[config.mk]
export PLATFORM = sky130hd
export DESIGN_NAME = prime_check
export DESIGN_NICKNAME = d
export VERILOG_FILES = /design/src/rtl/prime_check.sv
export SDC_FILE = /design/constraint.sdc
export NUM_CORES = 1
export LEC_CHECK = 0
export CAP_MARGIN = 40
export CORE_ASPECT_RATIO = 1.25
export CORE_MARGIN = 3
export CORE_UTILIZATION = 30
export DETAILED_ROUTE_END_ITERATION = 8
export HOLD_SLACK_MARGIN = 0.05
export PLACE_DENSITY_LB_ADDON = 0.05
export SLEW_MARGIN = 30
export SYNTH_ARGS = -nofsm -noshare
export SYNTH_HDL_FRONTEND = slang
export SYNTH_SLANG_ARGS = --single-unit
[constraint.sdc]
create_clock -name i_clk -period 3.6 [get_ports i_clk]
set_input_delay 0.54 -clock i_clk [delete_from_list [all_inputs] [get_ports i_clk]]
set_output_delay 0.54 -clock i_clk [all_outputs]
set_load 0.005 [all_outputs]
[src/rtl/prime_check.sv]
// Trial-division primality responder on the go/ready/error handshake.
// Uses repeated subtraction only, so it needs no multiplier or divider.
module prime_check #(
  parameter int WIDTH = 16
) (
  input  logic             i_clk,
  input  logic             i_rst,
  input  logic             i_go,
  input  logic [WIDTH-1:0] i_n,
  output logic             o_ready,
  output logic             o_error,
  output logic             o_is_prime,
  output logic [WIDTH-1:0] o_factor
);

  typedef enum logic [2:0] {
    S_IDLE,
    S_START,
    S_CHECK,
    S_DIV,
    S_DONE
  } state_t;

  state_t           r_state;
  logic [WIDTH-1:0] r_nr;
  logic [WIDTH-1:0] r_d;
  logic [WIDTH-1:0] r_rem;
  logic [WIDTH+1:0] r_sq;

  logic [WIDTH+1:0] w_nrExt;
  logic [WIDTH+1:0] w_sqNext;

  // Two guard bits keep d*d from wrapping before it exceeds the largest n.
  assign w_nrExt  = {2'b00, r_nr};
  assign w_sqNext = r_sq + {1'b0, r_d, 1'b0} + (WIDTH+2)'(1);

  always_ff @(posedge i_clk) begin
    if (i_rst) begin
      r_state    <= S_IDLE;
      o_ready    <= 1'b1;
      o_error    <= 1'b0;
      o_is_prime <= 1'b0;
      o_factor   <= '0;
      r_nr       <= '0;
      r_d        <= '0;
      r_rem      <= '0;
      r_sq       <= '0;
    end else begin
      if (i_go && !o_ready) begin
        o_error <= 1'b1;
      end

      case (r_state)
        S_IDLE: begin
          if (i_go && !o_error) begin
            r_nr    <= i_n;
            o_ready <= 1'b0;
            r_state <= S_START;
          end
        end

        S_START: begin
          if (r_nr < WIDTH'(2)) begin
            o_is_prime <= 1'b0;
            o_factor   <= '0;
            r_state    <= S_DONE;
          end else begin
            r_d     <= WIDTH'(2);
            r_sq    <= (WIDTH+2)'(4);
            r_state <= S_CHECK;
          end
        end

        S_CHECK: begin
          if (r_sq > w_nrExt) begin
            o_is_prime <= 1'b1;
            o_factor   <= r_nr;
            r_state    <= S_DONE;
          end else begin
            r_rem   <= r_nr;
            r_state <= S_DIV;
          end
        end

        // One subtraction per cycle; a zero remainder means d divides n.
        S_DIV: begin
          if (r_rem >= r_d) begin
            r_rem <= r_rem - r_d;
          end else if (r_rem == '0) begin
            o_is_prime <= 1'b0;
            o_factor   <= r_d;
            r_state    <= S_DONE;
          end else begin
            r_d     <= r_d + WIDTH'(1);
            r_sq    <= w_sqNext;
            r_state <= S_CHECK;
          end
        end

        S_DONE: begin
          o_ready <= 1'b1;
          r_state <= S_IDLE;
        end

        default: begin
          o_ready <= 1'b1;
          r_state <= S_IDLE;
        end
      endcase
    end
  end

endmodule

==> results by group, run 1 <==
Power and ir drop
  • Switching power share of the total: 0.430
  • Reg power frac: 0.282
  • LEAKAGE: 2.55 nW
  • Sw Pwr: 2.06 mW
  • Clock share of power: 0.209
  • Power Dens Cells: 732 nW/um^2
  • Internal power: 2.72 mW
  • Combinational power share: 0.508
  • VDD IR-drop max: about 0.00028 V

Critical path
  • Worst r2r src: r_d[0]
  • Crit. End Element: flip-flop
  • Worst endpoint required time: about 3.8 ns
  • Crit path DAT: around 3.3 ns
  • R2r setup slk: 0.50 ns
  • Nature of the critical path startpoint: flip-flop
  • Worst setup path class: flip-flop to flip-flop
  • Depth of the most critical reg-to-reg path: 11
  • Max FO, Critical Path: 14
  • Reg-to-reg endpoint: r_rem[2]

Timing
  • Max Slew Vio Count: 0
  • Slew headroom: 0.605
  • TNS Setup: 0 ns
  • Setup Skew: 0.00761 ns
  • Period Utilization, post-route: 0.861
  • Post-route setup slack: 0.501 ns
  • Slew @ Worst Pin: 0.591 ns
  • Tmin final: about 3.1 ns
  • RSZ-0062 raised after global routing: no
  • Fmax: ~0.32 GHz
  • Final setup violation count: 0
  • Worst hold slack: 0.484 ns
  • Count of final hold-check violations: 0

Synth
  • Number of synthesized flops with an enable pin: 0
  • Synth top area cells: dfxtp_1 32%, ha_1 11%, a21oi_1 6.0%, xnor2_1 5.4%, nor2_1 5.0%
  • Yosys reg bits: between 80 and 90
  • Count leader, synth: dfxtp_1
  • Mapped Cells: around 700
  • FFs w/ async S/R, synth: 0
  • Netlist cell types: 56
  • Commonest cells post-synth: 88 x dfxtp_1, 74 x nor2_1, 70 x nand2_1
  • Post-synthesis net count: approximately 770
  • Syn avg cell area: 7.92 um^2
  • Ys flop type: dfxtp_1
  • Ys Warns: 0
  • Area leader, netlist: dfxtp_1
  • Top cell type's share of synthesized area: 0.319
  • Seq/Total Area, Yosys: 0.319
  • Synthesized area: 5520 um^2

Placed design
  • Placed standard-cell area: slightly above 6000 um^2
  • Port bufs: 37
  • Pre-CTS WS: between 0.4 and 0.5 ns
  • Post-DP HPWL: 14,100 um
  • Routability Congestion: 0.857

Floorplan
  • Horiz. Die Dim: 127 um
  • Core area: about 18,000 um^2
  • Die area: 20,100 um^2
  • I/O pin total: 38
  • Site row count: 54
  • Height of the die: 158 um
  • Initial core utilization: 0.311

Job
  • MaxCap Viol Count: 0

Clock network
  • Insertion delay to the later sink of the worst-skew pair: 0.36 ns
  • # Post-CTS Setup Buffers: 0
  • Clk sink count: between 80 and 90
  • Cts hold-fix bufs: 0
  • CTS tree: built
  • H-tree depth: 3
  • Total CTS buffers: 9
  • CTS Buffer Depth: 2
  • Clock root buffer: clkbuf_16
  • Clk slew on worst S/H paths: roughly 0.070 ns
  • Post_cts resized: 0

Drt
  • DRT antenna net count: 0
  • Pre-antenna DRT Iters: 5
  • Post-Route WL: 19,000 um
  • Via/cell ratio: 5.29
  • Via count: 5,108
  • DRC: 0
  • Routed WL per cell: 19.7 um
  • Number of DRC markers in iteration 0: 237

Worst hold path
  • Hold WC Path Type: flip-flop to flip-flop
  • Min-Delay Startpoint: r_sq[5]
  • WHS Endpoint: r_sq[5]
  • Hold Path Depth: 2

Cells and area
  • Util after Layout: 0.368
  • Layout cells sized above 1: 0.0729
  • N_diodes: 0
  • Finished layout cell area: 6530 um^2
  • Fill count: 1,863
  • P&R area growth vs syn: 18.4%
  • Nets: 806

Global routing
  • First-pass GRT wire length: ~30,000 um
  • Initial antenna violation count: 0
  • Vias in the first global route: 5,238
  • Gr ovfl total: 0
  • Largest net degree at the start of global routing: 72
  • Total GRT Usage: 0.194

Run status
  • Outcome: completed
==> how the worst max path moves through the flow <==
stage / slack [ns] / depth (start not counted) / to / startpoint
floorplan: 0.89 / 12 / r_rem[4] / r_d[2]
detailed placement: 0.49 / 11 / r_rem[2] / r_d[0]
global placement: 0.62 / 11 / r_rem[8] / r_d[0]
finish: 0.50 / 11 / r_rem[2] / r_d[0]
global route: 0.20 / 11 / r_rem[9] / r_d[0]
CTS: 0.48 / 11 / r_rem[2] / r_d[0]
==> sequential cells by signal, indices dropped and copies added, names as in the netlist <==
| signal | flops |
|---|---|
| r_sq | 18 |
| o_is_prime | 1 |
| r_rem | 16 |
| o_ready | 1 |
| o_error | 1 |
| r_state | 3 |
| o_factor | 16 |
| r_nr | 16 |
| r_d | 16 |
==> layer usage <==
layer | up-vias | global-route usage | wire length [um]
li1 | 2568 | - | -
met1 | 2420 | 0.249 | 8640
met2 | 93 | 0.332 | 9290
met3 | 27 | 0.0287 | 608
met4 | 0 | 0.0690 | 453
met5 | - | 0 | 0
==> placed cells by master (no fill, tap or decap), types with 3 or more instances in the layout <==
| cell type | count |
|---|---|
| dfxtp_1 | 88 |
| nor2_1 | 74 |
| nand2_1 | 70 |
| a21oi_1 | 65 |
| ha_1 | 49 |
| inv_1 | 43 |
| clkdlybuf4s50_1 | 36 |
| nor3_1 | 34 |
| xnor2_1 | 34 |
| a211oi_1 | 29 |
| buf_4 | 22 |
| a22oi_1 | 21 |
| nand3_1 | 19 |
| o21ai_0 | 18 |
| nand4_1 | 12 |
| a21o_1 | 12 |
| nor4_1 | 9 |
| clkbuf_16 | 9 |
| nand2b_1 | 8 |
| nor2b_1 | 6 |
| mux2i_1 | 6 |
| o21bai_1 | 5 |
| o211ai_1 | 4 |
| or3_1 | 4 |
| and3_1 | 4 |
| xor2_1 | 4 |
| and4_1 | 3 |
| or4_1 | 3 |
| a31oi_1 | 3 |
| a211o_1 | 3 |
==> worst max-delay path, cell delays in order (launching register included) <==
cell and delay (ns):
dfxtp_1 0.52, ha_1 0.26, fa_1 0.19, nand2b_1 0.13
a21oi_1 0.09, o21a_1 0.20, o31ai_2 0.31, a21oi_1 0.15
nor3b_2 0.54, buf_4 0.33, mux2i_1 0.21, nor2_1 0.05
==> power groups by stage <==
stage	Sequential (mW)	Clock [mW]	Combinational, mW
after detailed placement	1.37	0	2.44
after CTS	1.35	1.03	2.45
after global placement	1.37	0	2.42
after floorplan	1.33	0	1.62
final	1.35	1.00	2.43
after global routing	1.38	1.06	2.69
==> stage by stage <==
| step | cells | power, mW |
|---|---|---|
| 3_3_place_gp | 947 | 3.79 |
| 6_report | 965 | 4.78 |
| 2_1_floorplan | 697 | 2.95 |
| 5_1_grt | 965 | 5.14 |
| 4_1_cts | 964 | 4.83 |
| 3_5_place_dp | 948 | 3.81 |
==> layout make-up <==
| class | count | area (um^2) | area share |
|---|---|---|---|
| clock buffer | 10 | 239 | 0.0366 |
| clock inverter | 6 | 67.6 | 0.0103 |
| inverter | 44 | 165 | 0.0253 |
| multi-input combinational | 532 | 3460 | 0.529 |
| sequential | 88 | 1760 | 0.270 |
| tap | 224 | 280 | 0.0429 |
| timing repair buffer | 61 | 562 | 0.0860 |
==> cells by family (layout without fill, tap and decap cells) <==
family,after synthesis,in the layout,share of synthesized area
AOI/OAI and AO/OA,180,180,0.213
xor gates and xnor gates,38,38,0.0603
adders and majority gates,51,51,0.118
buffers and inverters,77,121,0.0569
DFF,88,88,0.319
muxes,6,6,0.0109
and+or+nand+nor,257,257,0.222
No activity file was read; power rests on OpenSTA's default activity.
==> inputs of run 2 (changes only) <==
Settings changed: CORE_UTILIZATION 30 to 55, SLEW_MARGIN 30 to 20.
==> run 2 against run 1 <==
Sequential cell count unchanged. Maximum frequency fell by 2.0%. Core utilization increased by 29 points. First-iteration DRC count rose by 59%. Sequential power barely moved. Sequential share of layout area is 0.56 points higher. Non-clock buffer count decreased by 6.
==> results by group, run 2 (synthesis results as in run 1) <==
Critical path
  • Crit path largest cell delay: 0.61 ns (was 0.54 ns)
  • Nature of the critical path startpoint: flip-flop (unchanged)
  • Cell Chain, Critical Path: inv_1 > ha_1 > nor2_1 > a21oi_1 > o21a_1 > o31ai_2 > a21oi_1 > nor3b_2 > buf_4 > mux2i_1 > nor2_1 (was ha_1 > fa_1 > nand2b_1 > a21oi_1 > o21a_1 > o31ai_2 > a21oi_1 > nor3b_2 > buf_4 > mux2i_1 > nor2_1)
  • Worst setup path class: flip-flop to flip-flop (unchanged)
  • Worst endpoint required time: 3.83 ns (was 3.84 ns)
  • Crit path DAT: 3.39 ns (was 3.33 ns)
  • Crit path max-delay family: compound AO/OA/AOI/OAI gates (unchanged)
  • Max FO, Critical Path: 12 (was 14)
  • Crit. End Element: flip-flop (unchanged)
  • R2r setup slk: 0.44 ns (was 0.50 ns)
  • Slowest cell on crit path: nor3b_2 (unchanged)
  • CP Buf/Inv Count: 2 (was 1)

Clock network
  • Clock root buffer: clkbuf_16 (unchanged)
  • H-tree depth: 3 (unchanged)
  • Insertion delay to the later sink of the worst-skew pair: 0.35 ns (was 0.36 ns)
  • Clk sink count: 88 (unchanged)
  • Clk slew on worst S/H paths: 0.07 ns (about the same)
  • CTS tree: built (unchanged)
  • Post_cts resized: 0 (unchanged)
  • CTS Buffer Depth: 2 (unchanged)
  • # Post-CTS Setup Buffers: 0 (unchanged)
  • Total CTS buffers: 9 (unchanged)
  • Cts hold-fix bufs: 0 (unchanged)

Floorplan
  • Horiz. Die Dim: 95.6 um (was 127 um)
  • Initial core utilization: 0.568 (was 0.311)
  • Height of the die: 118 um (was 158 um)
  • Die area: 11,300 um^2 (was 20,100 um^2)
  • Site row count: 40 (was 54)
  • I/O pin total: 38 (unchanged)
  • Core area: 9710 um^2 (was 17,800 um^2)

Power and ir drop
  • Power Dens Cells: 751 nW/um^2 (was 732 nW/um^2)
  • Total power: 4.81 mW (was 4.78 mW)
  • LEAKAGE: 2.54 nW (was 2.55 nW)
  • VDD IR-drop max: 0.000458 V (was 0.000275 V)

Global routing
  • Largest net degree at the start of global routing: 51 (was 72)
  • First-pass GRT wire length: 26,200 um (was 29,800 um)
  • Total GRT Usage: 0.301 (was 0.194)
  • Vias in the first global route: 5,071 (was 5,238)
  • Initial antenna violation count: 0 (unchanged)
  • Gr ovfl total: 0 (unchanged)

Drt
  • Routed WL per cell: 18.9 um (was 19.7 um)
  • Pre-antenna DRT Iters: 5 (unchanged)
  • DRT antenna net count: 0 (unchanged)
  • Number of DRC markers in iteration 0: 376 (was 237)
  • Via count: 5,291 (was 5,108)
  • Via/cell ratio: 6.15 (was 5.29)
  • DRC: 0 (unchanged)
  • Post-Route WL: 16,200 um (was 19,000 um)

Timing
  • Slew @ Worst Pin: 0.829 ns (was 0.591 ns)
  • Final setup violation count: 0 (unchanged)
  • RSZ-0062 raised after global routing: no (unchanged)
  • Tmin final: 3.16 ns (was 3.10 ns)
  • Period Utilization, post-route: 0.878 (was 0.861)
  • Slew headroom: 0.448 (was 0.605)
  • Count of final hold-check violations: 0 (unchanged)
  • Post-route setup slack: 0.438 ns (was 0.501 ns)
  • Max Slew Vio Count: 0 (unchanged)
  • Fmax: 0.316 GHz (was 0.323 GHz)
  • Worst hold slack: 0.492 ns (was 0.484 ns)
  • TNS Setup: 0 ns (unchanged)
  • Setup Skew: 0.00990 ns (was 0.00761 ns)

Cells and area
  • Most frequent cells in the layout: 88 x dfxtp_1, 74 x nor2_1, 70 x nand2_1, 65 x a21oi_1, 49 x ha_1 (unchanged)
  • Layout cells sized above 1: 0.0653 (was 0.0729)
  • Most common cell after layout, fill and taps aside: dfxtp_1 (unchanged)
  • N_diodes: 0 (unchanged)
  • Finished layout cell area: 6400 um^2 (was 6530 um^2)
  • Max reg flops: 18 (unchanged)
  • P&R area growth vs syn: 16.0% (was 18.4%)
  • Most flops, register: r_sq (unchanged)
  • Nets: 800 (was 806)

Placed design
  • Routability Congestion: 0.970 (was 0.857)
  • Pre-CTS WS: 0.473 ns (was 0.486 ns)
  • Port bufs: 37 (unchanged)
  • Placed standard-cell area: 6050 um^2 (was 6210 um^2)
  • Post-DP HPWL: 12,100 um (was 14,100 um)

Run status
  • Outcome: completed (unchanged)

Job
  • MaxCap Viol Count: 0 (unchanged)

Worst hold path
  • Hold WC Path Type: flip-flop to flip-flop (unchanged)
-- run 2: final cells by class --
| class | instances | area (um^2) |
|---|---|---|
| Clock inverter | 6 | 115 |
| Sequential cell | 88 | 1760 |
| Clock buffer | 10 | 239 |
| Tap cell | 126 | 158 |
| Multi-Input combinational cell | 532 | 3460 |
| Inverter | 44 | 165 |
| Fill cell | 853 | 3310 |
| Timing Repair Buffer | 55 | 504 |
-- run 2: per-stage QoR --
stage / std cells / utilization
finish: 861 / 0.659
global route: 861 / 0.659
CTS: 861 / 0.659
detailed placement: 845 / 0.623
global placement: 844 / 0.622
floorplan: 697 / -
-- run 2: final timing paths --
check / end / startpoint / cells past startpoint
worst max-delay path: r_rem[3] / r_d[3] / 11
worst min-delay path: r_sq[3] / r_sq[3] / 2
worst max register to register: r_rem[3] / r_d[3] / 11
worst min register to register: r_sq[3] / r_sq[3] / 2
-- run 2: worst reg2reg max path, stage by stage (launching register included) --
cell	delay [ns]
dfxtp_1	0.45
inv_1	0.09
ha_1	0.36
nor2_1	0.13
a21oi_1	0.10
o21a_1	0.24
o31ai_2	0.32
a21oi_1	0.15
nor3b_2	0.61
buf_4	0.32
mux2i_1	0.22
nor2_1	0.05
-- run 2: report_power, final --
group / switching (mW) / leakage [nW] / internal [mW]
registers: 0.191 / 0.715 / 1.17
logic: 1.36 / 1.66 / 0.962
clock network: 0.416 / 0.169 / 0.701
total: 1.97 / 2.54 / 2.84
-- run 2: layer usage --
| layer | global-route usage | share of wire | vias to the layer above |
|---|---|---|---|
| li1 | - | - | 2553 |
| met1 | 0.400 | 0.43 | 2499 |
| met3 | 0.0332 | 0.059 | 42 |
| met2 | 0.475 | 0.47 | 197 |
| met4 | 0.149 | 0.039 | 0 |
| met5 | 0 | 0 | - |
==> edit 1: new RTL, settings of run 2 <==
Change the parameter `WIDTH` from 16 to 32.
--- a/src/rtl/prime_check.sv
+++ b/src/rtl/prime_check.sv
@@ -1,7 +1,7 @@
 // Trial-division primality responder on the go/ready/error handshake.
 // Uses repeated subtraction only, so it needs no multiplier or divider.
 module prime_check #(
-  parameter int WIDTH = 16
+  parameter int WIDTH = 32
 ) (
   input  logic             i_clk,
   input  logic             i_rst,
Ports: changed (resized i_n and o_factor); port bits go from 38 to 70. The function was not compared with the original's and may differ.
==> edit 1 against run 2 <==
  * Wire length increased by 130%
  * Power grew 150%
  * Largest cell class unchanged
  * Cell area up 110%
  * Worst setup slack lost 0.26 ns
  * Sequential cell count increased by 80
  * Highest routed layer unchanged
  * Utilization is 0.62 points lower
  * Area after synthesis increased by 110%
  * Largest power group unchanged
==> edit 1: results (changes against run 2) <==
status completed; Slew HR 0.428 (-0.0193); Tapcells 270 (+110%); IO buf count 69 (+86%); Starting DRT DRC Count 1189 (+220%); post-synthesis sequential area ratio 0.288 (-0.0309); largest net degree at the start of global routing 65 (+27%); filler cell count 1853 (+120%); fin cells 1836 (+110%); routing usage on met3 0.0473 (+0.0140); pre-CTS setup slack 0.203 ns (-0.270 ns); Net Switching 0.00559 W (+180%); commonest cells in the netlist 186 x nand2_1, 168 x dfxtp_1, 156 x a21oi_1, 107 x nor2_1, 97 x ha_1; first-pass GRT wire length 59800 µm (+130%); DP HPWL 27800 µm (+130%); Post-Synth XOR/XNOR Area 0.0368 (-0.0235); H-tree depth 4 (+1); GRT Total Usage 0.327 (+0.0261); CP arrival 3.79 ns (+0.40 ns); Routed WL per cell 20.2 µm (+7.4%); Non-clk invs 84 (+91%); Compound-Gate Fraction of Synth Area 0.280 (+0.0670); Via Count 11800 (+120%); Non-clk bufs 119 (+120%); placed cells 1804 (+110%); Seq pwr share 0.228 (-0.056); Largest register FFs 34 (+16); GRT met1 Usage 0.466 (+0.0667); Unique masters post-synth 76 (+36%); clock skew 0.0115 ns (+0.00155 ns); Crit path largest cell delay 0.54 ns (-0.07 ns); vias in the first global route 10900 (+120%); multi-input gate share of total cell area 0.570 (+0.0303); CLK BUF 19 (+9); DRT met1 WL 16500 µm (+140%); CTS Buf Count 17 (+8); Sink Count 168 (+91%); Synth area leaders dfxtp_1 29%, ha_1 10%, a21oi_1 6.7%, nand2_1 6.0%, a211oi_1 3.5%; met2 wire len 16600 µm (+120%); drt first pass iters 6 (+1); Pint 0.00634 W (+120%); mux cell area share after synthesis 0.00515 (-0.00573); Pleak 5.29 nW (+110%); Data buffer area share 0.0824 (+0.00362); P_clk 0.00197 W (+76%); GP Congestion 0.954 (-1.7%); Layout clock area frac 0.0465 (-0.00879); Design Area, Final 0.0134 mm² (+110%); largest fanout on the critical path 46 (+34); VDD IR max 480 µV (+4.6%); FF+latch area 0.00336 mm² (+91%); multi-input gates 1163 (+120%); DR WL met3 2810 µm (+190%); Syn Inst Count 1501 (+120%); Warnings, synthesis 0 (unchanged); critical path's slowest cell or4_1
==> edit 1: cell count changes in the layout (fill, tap and decap cells not counted), moves of 25 or more <==
cell / run 2 / this run
a21o_1: 12 / 46
dfxtp_1: 88 / 168
a211oi_1: 29 / 54
nand2_1: 70 / 186
nand3_1: 19 / 62
inv_1: 43 / 84
buf_4: 17 / 48
ha_1: 49 / 96
nor2_1: 74 / 105
clkdlybuf4s50_1: 36 / 68
a21oi_1: 65 / 156
==> edit 1: path summary, 6_finish.rpt <==
path                                            start                     to  slack, ns  cells past startpoint
worst max register to register   r_d[23]$_SDFFE_PP0P_   r_d[31]$_SDFFE_PP0P_       0.17                     11
worst max-delay path             r_d[23]$_SDFFE_PP0P_   r_d[31]$_SDFFE_PP0P_       0.17                     11
worst min-delay path            r_sq[26]$_SDFFE_PP0P_  r_sq[26]$_SDFFE_PP0P_       0.48                      2
worst min register to register  r_sq[26]$_SDFFE_PP0P_  r_sq[26]$_SDFFE_PP0P_       0.48                      2
==> edit 2: new RTL, settings of run 2 <==
Made on the original files. Encoding of `state_t`: now one-hot (5 bits for 5 states).
--- a/src/rtl/prime_check.sv
+++ b/src/rtl/prime_check.sv
@@ -13,12 +13,12 @@
   output logic [WIDTH-1:0] o_factor
 );
 
-  typedef enum logic [2:0] {
-    S_IDLE,
-    S_START,
-    S_CHECK,
-    S_DIV,
-    S_DONE
+  typedef enum logic [4:0] {
+    S_IDLE  = 5'b00001,
+    S_START = 5'b00010,
+    S_CHECK = 5'b00100,
+    S_DIV   = 5'b01000,
+    S_DONE  = 5'b10000
   } state_t;
 
   state_t           r_state;
Check against the original RTL: same outputs for any inputs over 10 cycles, from zero or initial values and one cycle with i_rst high; not proved beyond that.
==> edit 2 against run 2 <==
  * Sequential cell count increased by 2
  * Sequential share of layout area fell by 0.66 points
  * Cell count increased by 2.6%
  * Wire length grew 7.7%
  * Area after synthesis grew 6.9%
  * Worst setup slack better by 0.0085 ns
  * Cell area increased by 4.8%
  * Maximum frequency up 0.27%
  * Critical path depth is 1 lower
  * Clock skew fell by 0.0026 ns
Power is not compared: it rests on default switching activity, and its combinational part moved more than twofold at a synthesized area within 25%.
==> edit 2: results (changes against run 2) <==
Unique masters post-synth 58 (+3.6%); Starting DRT DRC Count 396 (+5.3%); DP HPWL 13200 µm (+9.3%); worst hold slack 0.471 ns (-0.0205 ns); GP Congestion 0.908 (-6.4%); Syn Inst Count 722 (+3.6%); clock skew 0.00735 ns (-0.00255 ns); filler cell count 911 (+6.8%); fin cells 883 (+2.6%); Via Count 5724 (+8.2%); critical path's slowest cell or4_1; Design Area, Final 0.00671 mm² (+4.8%); GRT Total Usage 0.295 (-0.00603); nets 819 (+2.4%); fin crit share 0.876 (-0.00237); first-pass GRT wire length 28000 µm (+6.7%); Crit path largest cell delay 0.54 ns (-0.07 ns); largest fanout on the critical path 37 (+25); pre-CTS setup slack 0.508 ns (+0.0350 ns); vias in the first global route 5520 (+8.9%); placed cells 867 (+2.6%); commonest cells in the netlist 90 x dfxtp_1, 65 x nand2_1, 62 x nor2_1, 49 x a21oi_1, 49 x ha_1; status completed; synthesized net count 792 (+3.3%); post-synthesis sequential area ratio 0.305 (-0.0138); largest net degree at the start of global routing 56 (+9.8%)
[edit 2: cell types whose count changed after synthesis, sizes merged, moves of 15 or more]
cell    delta
o22ai     +15
a22oi     -20
a211oi    -19
xnor2     -21
mux2i     +17
o311a     +16
a21oi     -17
[edit 2: path summary, 6_finish.rpt]
| check | start | to | cells after the start |
|---|---|---|---|
| max | r_d[2]$_SDFFE_PP0P_ | r_sq[7]$_SDFFE_PP0P_ | 10 |
| min reg2reg | r_sq[17]$_SDFFE_PP0P_ | r_sq[17]$_SDFFE_PP0P_ | 2 |
| max reg2reg | r_d[2]$_SDFFE_PP0P_ | r_sq[7]$_SDFFE_PP0P_ | 10 |
| min | r_sq[17]$_SDFFE_PP0P_ | r_sq[17]$_SDFFE_PP0P_ | 2 |
[edit 2: layer usage]
layer,GRT usage,vias up,wire [µm]
li1,-,2761,-
met1,0.360,2737,7250
met2,0.528,193,8840
met3,0.0378,33,915
met4,0.108,0,471
met5,0,-,0
[edit 2: kinds of logic (layout without fill, tap and decap cells)]
logic type | count (synthesis) | after routing | share of synthesized area
xor gates and xnor gates | 18 | 18 | 0.0267
AOI/OAI and AO/OA | 216 | 216 | 0.263
DFF | 90 | 90 | 0.305
adders and majority gates | 51 | 51 | 0.111
and+or+nand+nor | 245 | 245 | 0.201
buffers and inverters | 79 | 111 | 0.0535
muxes | 23 | 23 | 0.0390
[edit 2: final cells by class]
type,instances,share of cell area
clock buffer,11,0.0362
inverter,43,0.0241
sequential,90,0.269
multi-input combinational,553,0.566
tap,129,0.0241
timing repair buffer,52,0.0718
clock inverter,5,0.00952
